==> src/rtl/mb32_acc_stage.sv <==
// Burst accumulator behind the Booth multiplier: result valid one edge after the last beat,
// one-entry output register stalls input while full and unread; ACC_SAT_EN selects clamp-on-overflow instead of wrap.
module mb32_acc_stage #(
  parameter int WIDTH = 32,
  parameter int GUARD = 8,
  parameter int CNT_W = 16
) (
  input  logic                       CLK,
  input  logic                       RST,
  input  logic [2*WIDTH-1:0]         prod_in,
  input  logic                       prod_valid,
  input  logic                       prod_last,
  output logic                       in_ready,
  output logic [2*WIDTH+GUARD-1:0]   acc_out,
  output logic [CNT_W-1:0]           acc_cnt,
  output logic                       acc_ovf,
  output logic                       out_valid,
  input  logic                       out_ready
);

  localparam int ACC_W  = 2*WIDTH + GUARD;
  localparam int PROD_W = 2*WIDTH;

  typedef enum logic {
    ST_EMPTY = 1'b0,
    ST_FULL  = 1'b1
  } out_state_e;

  out_state_e       state_q, state_d;
  logic [ACC_W-1:0] s_q, s_d;
  logic [CNT_W-1:0] c_q, c_d;
  logic             v_q, v_d;
  logic [ACC_W-1:0] acc_out_q, acc_out_d;
  logic [CNT_W-1:0] acc_cnt_q, acc_cnt_d;
  logic             acc_ovf_q, acc_ovf_d;

  logic             beat_acc;
  logic             last_acc;
  logic [ACC_W:0]   sum_wide;
  logic             carry;
  logic [ACC_W-1:0] s_next;
  logic [CNT_W-1:0] c_next;
  logic             v_next;

  assign out_valid = (state_q == ST_FULL);
  assign in_ready  = !RST && (!out_valid || out_ready);
  assign beat_acc  = prod_valid && in_ready;
  assign last_acc  = beat_acc && prod_last;

  assign acc_out = acc_out_q;
  assign acc_cnt = acc_cnt_q;
  assign acc_ovf = acc_ovf_q;

  always_comb begin
    sum_wide = {1'b0, s_q} + {{(ACC_W+1-PROD_W){1'b0}}, prod_in};
    carry    = sum_wide[ACC_W];
`ifdef ACC_SAT_EN
    // A clamped sum keeps carrying on any nonzero beat, so it stays pinned.
    s_next   = carry ? {ACC_W{1'b1}} : sum_wide[ACC_W-1:0];
`else
    s_next   = sum_wide[ACC_W-1:0];
`endif
    v_next   = v_q | carry;
    c_next   = (c_q == {CNT_W{1'b1}}) ? c_q : c_q + 1'b1;
  end

  always_comb begin
    s_d       = s_q;
    c_d       = c_q;
    v_d       = v_q;
    acc_out_d = acc_out_q;
    acc_cnt_d = acc_cnt_q;
    acc_ovf_d = acc_ovf_q;
    state_d   = state_q;

    if (beat_acc) begin
      if (prod_last) begin
        acc_out_d = s_next;
        acc_cnt_d = c_next;
        acc_ovf_d = v_next;
        s_d       = '0;
        c_d       = '0;
        v_d       = 1'b0;
      end else begin
        s_d = s_next;
        c_d = c_next;
        v_d = v_next;
      end
    end

    unique case (state_q)
      ST_EMPTY: if (last_acc) state_d = ST_FULL;
      ST_FULL:  if (out_ready && !last_acc) state_d = ST_EMPTY;
      default:  state_d = ST_EMPTY;
    endcase
  end

  always_ff @(posedge CLK) begin
    if (RST) begin
      state_q   <= ST_EMPTY;
      s_q       <= '0;
      c_q       <= '0;
      v_q       <= 1'b0;
      acc_out_q <= '0;
      acc_cnt_q <= '0;
      acc_ovf_q <= 1'b0;
    end else begin
      state_q   <= state_d;
      s_q       <= s_d;
      c_q       <= c_d;
      v_q       <= v_d;
      acc_out_q <= acc_out_d;
      acc_cnt_q <= acc_cnt_d;
      acc_ovf_q <= acc_ovf_d;
    end
  end

endmodule

==> config.mk <==
export PLATFORM = sky130hd
export DESIGN_NAME = mb32_acc_stage
export DESIGN_NICKNAME = d
export VERILOG_FILES = /design/src/rtl/mb32_acc_stage.sv
export SDC_FILE = /design/constraint.sdc
export NUM_CORES = 1
export LEC_CHECK = 0
export ABC_AREA = 0
export CORE_MARGIN = 2
export CORE_UTILIZATION = 55
export CTS_CLUSTER_SIZE = 8
export DETAILED_ROUTE_END_ITERATION = 10
export HOLD_SLACK_MARGIN = 0.02
export PLACE_DENSITY_LB_ADDON = 0.2
export SKIP_CTS_REPAIR_TIMING = 1
export SLEW_MARGIN = 20
export SYNTH_ARGS = -nofsm -noshare
export SYNTH_HDL_FRONTEND = slang
export SYNTH_SLANG_ARGS = --single-unit
==> constraint.sdc <==
create_clock -name CLK -period 4.5 [get_ports CLK]
set_input_delay 0.9 -clock CLK [delete_from_list [all_inputs] [get_ports CLK]]
set_output_delay 0.9 -clock CLK [all_outputs]
set_load 0.01 [all_outputs]
==> results.cfg, run 1 <==
[status]
run_status = finished, final reports clean

[synthesis]
syn_inst = 1341
ys_seq_area_frac = 0.340
synth_area_leaders = dfxtp_1, ha_1, nand2_1
dominantRegCellSynth = dfxtp_1
synth_edf_count = 0
synthArstFlopShare = 0
synth-seq-cells = 179
syn_nets = 1476
avgSynthCellArea_sq_um = 7.86
yosysTopAreaCell = dfxtp_1
yosysTopAreaCellShare = 0.340
yosysWarnings = 0
synth_area_sq_um = 10500
ys_types = 72

[sta]
timing.final.max_slew_violations = 0
finalClockSkew_ns = 0.00925
max_freq_ghz = 0.247
hold_ws_ns = 0.453
setup_viol = 0
worstMarginPinSlew_ns = 0.791
hold_viol = 0
slew_headroom = 0.472
fin_ws_ns = 0.453
rsz0062_at_grt = no
period_needed_ns = 4.05
tns_ns = 0
post-route-period-util = 0.899

[cells_and_area]
utilization = 0.693
nets = 1618
mostFrequentLayoutCells = nand2_1, dfxtp_1, clkdlybuf4s50_1
final_common_cell = nand2_1
drive_above_1_share = 0.0736
final_cells = 1729
antenna_cells = 0
synthToLayoutAreaGrowth_pct = 23.4

[floorplanning]
coreArea_sq_um = 18800
start_util = 0.561
chipHeight_um = 142
die_x_um = 142
ioPinCount = 160
rows = 50
dieArea_sq_um = 20300

[clocking]
clock-sinks = 179
clk_pin_slew_ns = 0.07
h-tree-depth = 4
clk_latency_ns = 0.44
numCtsBuffers = 17
cts-root-buf = clkbuf_16
cts_tree = done
clk_path_buf_depth = 2

[run]
maxCapViolations = 0

[setup_path]
timing.rr.end = s_q[66]
cp_max_fo = 4
required_ns = 4.84
worstSetupStartpointType = input port
r2r_cells = 14
crit_path_end_kind = flip-flop
crit_arrival_ns = 4.38
worstSetupPathType = input port to flip-flop
crit_path_start = prod_in[0]
reg2reg_slack_ns = 1.04
endpoint = s_q[66]
worstReg2RegStart = s_q[0]

[grt]
grt_pass1_vias = 9945
overflow = 0
grt_use_total = 0.290
grt_max_degree = 61
antenna_found_initial = 0
grt_pass1_wl_um = 47900

[drt]
vias = 10500
drc = 0
drtAntennaViolNets = 0
vias_per_cell = 6.06
drtIter0Drc = 756
wirelength_um = 29500
dr.pass1.iters = 5
wl_per_cell_um = 17.0

[power]
p_clk_frac = 0.350
p_int_uw = 2830
p_sw_uw = 1270
p_leak_uw = 0.00557
power_density_nw_per_um2 = 315
pwr-share-comb = 0.231
p_seq_frac = 0.419
p_sw_frac = 0.311
vdd_ir_drop_max_mv = 0.265

[placement]
io_buffers = 159
hpwl_um = 21000
gp_congestion = 0.934
dp_cells = 1698
place_ws_ns = -0.00106

[worst_hold_path]
hold_class = flip-flop to flip-flop
## flip-flops by register name, summed over array words and instances (netlist names)
| name | cells |
|---|---|
| acc_cnt | 16 |
| acc_out | 72 |
| acc_ovf | 1 |
| c_q | 16 |
| v_q | 1 |
| s_q | 72 |
| out_valid | 1 |
## critical path, cell delays in order
cell and delay (ns):
clkdlybuf4s50_1 0.46, ha_1 0.16, inv_1 0.05, fa_1 0.39, nor2b_1 0.17, o21bai_1 0.12, a211o_1 0.33, a311oi_2 0.34
nor2_2 0.10, o41ai_4 0.45, a31oi_4 0.17, o41ai_4 0.32, buf_4 0.19, a21oi_1 0.06, a21o_2 0.18
## cell families after synthesis
logic type	synth area share
AND/OR/NAND/NOR	0.213
multiplexers	0.00297
flip-flops	0.340
adder cells (fa/ha/maj)	0.0791
AO/OA/AOI/OAI	0.254
buffers and inverters	0.0454
XOR/XNOR	0.0649
## power groups by stage
| stage | logic, uW | clock network [uW] | registers (uW) |
|---|---|---|---|
| 2_1_floorplan | 560 | 0 | 1760 |
| 3_3_place_gp | 915 | 0 | 1750 |
| 3_5_place_dp | 929 | 0 | 1750 |
| 4_1_cts | 939 | 1450 | 1720 |
| 5_1_grt | 1030 | 1510 | 1720 |
| 6_report | 946 | 1440 | 1720 |
## stage by stage
stage / power, uW / instance area [sq um]
6_report: 4100 / 13000
3_3_place_gp: 2660 / 12400
4_1_cts: 4100 / 13000
5_1_grt: 4270 / 13000
3_5_place_dp: 2680 / 12400
2_1_floorplan: 2330 / 10500
## cell usage after synthesis (all sizes together), types with 11 or more instances
master / instances
nand4: 26
buf: 23
nor2b: 11
nor2: 92
o21ai: 95
a21oi: 119
clkbuf: 67
a22o: 21
a31oi: 18
o31ai: 12
nand2: 188
o21bai: 17
ha: 65
xor2: 41
xnor2: 37
a21o: 45
inv: 24
dfxtp: 179
nand3: 95
or3: 12
and3: 12
a22oi: 35
nor3: 21
## area by class of cell
type                       count  area (sq um)
inverter                      24          90.1
sequential                   179          3580
fill                        1602          5770
tap                          234           293
clock inverter                11          96.3
clock buffer                  20           457
timing repair buffer         213          1990
multi-input combinational   1048          6490
## per-layer routing
layer	GRT usage	vias up	share of wire	routed length, um
met5	0	-	0	0
met4	0.109	0	0.027	807
met3	0.0471	64	0.059	1730
met2	0.489	378	0.47	13900
met1	0.373	4921	0.44	13000
li1	-	5109	-	-
## worst min path at each step
| stage | from | end | slack, ns | cells past startpoint |
|---|---|---|---|---|
| 6_report | acc_out[49] | acc_out[49] | 0.45 | 2 |
| 5_1_grt | acc_out[46] | acc_out[46] | 0.47 | 2 |
| 4_1_cts | acc_out[49] | acc_out[49] | 0.46 | 2 |
| 3_5_place_dp | acc_out[51] | acc_out[51] | 0.44 | 2 |
| 3_3_place_gp | acc_out[39] | acc_out[39] | 0.44 | 2 |
| 2_1_floorplan | s_q[50] | s_q[50] | 0.43 | 2 |
(Power assumes the default switching activity.)
==> run 2, diff against run 1 <==
--- a/config.mk
+++ b/config.mk
@@ -8,6 +8,7 @@
 export ABC_AREA = 0
 export CORE_MARGIN = 2
 export CORE_UTILIZATION = 55
+export CTS_CLUSTER_DIAMETER = 100
 export CTS_CLUSTER_SIZE = 8
 export DETAILED_ROUTE_END_ITERATION = 10
 export HOLD_SLACK_MARGIN = 0.02
==> results of run 2 <==
The final DEF is identical to that of run 1; final timing and power are the same.
==> run 3, diff against run 2 <==
--- a/config.mk
+++ b/config.mk
@@ -6,7 +6,6 @@
 export NUM_CORES = 1
 export LEC_CHECK = 0
 export ABC_AREA = 0
-export CORE_MARGIN = 2
 export CORE_UTILIZATION = 55
 export CTS_CLUSTER_DIAMETER = 100
 export CTS_CLUSTER_SIZE = 8
==> run 3 against run 2 <==
Against the previous run:
- clock power about the same
- sequential share of layout area barely moved
- utilization rose by 0.11 points
- worst hold slack worse by 0.0031 ns
- die area down 2.8%
- critical path type unchanged
- sequential power about the same
- routed wire length is 1.4% higher
- register-to-register slack barely moved
- first-iteration DRC count increased by 1.6%
- combinational power up 0.7%
- largest cell class unchanged
==> results.cfg, run 3 (synthesis results as in run 1) <==
[drt]
drtAntennaViolNets = 0
dr.pass1.iters = 8
wirelength_um = 29900
vias = 10500
vias_per_cell = 6.05
wl_per_cell_um = 17.3
drtIter0Drc = 768
drc = 0

[power]
finalPower_uw = 4140
p_leak_uw = 0.00557
vdd_ir_drop_max_mv = 0.271
power_density_nw_per_um2 = 318

[status]
run_status = finished, final reports clean

[sta]
worstMarginPinSlew_ns = 0.984
finalClockSkew_ns = 0.0123
slew_headroom = 0.343
period_needed_ns = 4.09
rsz0062_at_grt = no
tns_ns = 0
setup_viol = 0
fin_ws_ns = 0.405
timing.final.max_slew_violations = 0
max_freq_ghz = 0.244
hold_viol = 0
post-route-period-util = 0.910

[clocking]
numCtsBuffers = 17
clk_pin_slew_ns = 0.07
h-tree-depth = 4
clock-sinks = 179
cts-root-buf = clkbuf_16
clk_path_buf_depth = 2
cts_tree = done
clk_latency_ns = 0.44

[setup_path]
path_buf_inv = 3
crit_path_end_kind = flip-flop
slowest_delay_ns = 0.50
path_cells = clkdlybuf4s50_1 -> ha_1 -> inv_1 -> fa_1 -> nor2b_1 -> o21bai_1 -> a211o_1 -> a311oi_2 -> nor2_2 -> o41ai_4 -> a31oi_4 -> o41ai_4 -> buf_4 -> a21oi_1 -> a21o_2
crit_arrival_ns = 4.43
cp_slowest_cell = clkdlybuf4s50_1
cp_top_family = compound AO/OA/AOI/OAI gates
worstSetupStartpointType = input port
required_ns = 4.83
crit_path_frequent_cell = o41ai_4
worstSetupPathType = input port to flip-flop
cp_max_fo = 4

[cells_and_area]
drive_above_1_share = 0.0717
mostFrequentLayoutCells = nand2_1, dfxtp_1, clkdlybuf4s50_1
utilization = 0.694
final_common_cell = nand2_1
nets = 1615
synthToLayoutAreaGrowth_pct = 23.6
antenna_cells = 0

[floorplanning]
dieArea_sq_um = 19700
start_util = 0.561
die_x_um = 140
coreArea_sq_um = 18800
chipHeight_um = 140
ioPinCount = 160
rows = 50

[grt]
antenna_found_initial = 0
grt_pass1_wl_um = 48800
overflow = 0
grt_pass1_vias = 10100
grt_max_degree = 63
grt_use_total = 0.304

[placement]
place_ws_ns = -0.0414
gp_congestion = 0.952
io_buffers = 159
hpwl_um = 21300

[run]
maxCapViolations = 0

[worst_hold_path]
hold_class = flip-flop to flip-flop
-- run 3: final timing paths --
path,start,endpoint,slack (ns),cells after the start
hold / removal,acc_out[40],acc_out[40],0.45,2
setup / recovery,prod_in[0],s_q[66],0.41,15
hold reg to reg,acc_out[40],acc_out[40],0.45,2
setup reg to reg,s_q[0],s_q[66],1.05,14
-- run 3: metrics by stage --
stage               hold WS (ns)  cell area [sq um]  cells
floorplan                  0.429              10500   1341
global placement           0.441              12500   1695
detailed placement         0.444              12500   1695
CTS                        0.455              13000   1727
global route               0.472              13000   1727
finish                     0.450              13000   1727
-- run 3: cell type report --
type / count / area, sq um
fill: 1569 / 5750
clock buffer: 20 / 447
tap: 234 / 293
sequential: 179 / 3580
timing repair buffer: 210 / 1990
multi-input combinational: 1048 / 6490
clock inverter: 12 / 124
inverter: 24 / 90.1
-- run 3: tightest hold or removal path: stages (launching register included) --
cell and delay (ns):
dfxtp_1 0.31, nand3_1 0.06, nand2_1 0.04
-- run 3: power breakdown --
| part | total [uW] | switching, uW | internal [uW] |
|---|---|---|---|
| clock network | 1470 | 680 | 790 |
| registers | 1720 | 49.1 | 1670 |
| logic | 953 | 543 | 410 |
-- run 3: metal layers --
| layer | wire (um) | global-route usage | up-vias |
|---|---|---|---|
| li1 | - | - | 5098 |
| met1 | 13100 | 0.376 | 4924 |
| met2 | 14500 | 0.534 | 375 |
| met3 | 1550 | 0.0485 | 58 |
| met4 | 692 | 0.106 | 0 |
| met5 | 0 | 0 | - |
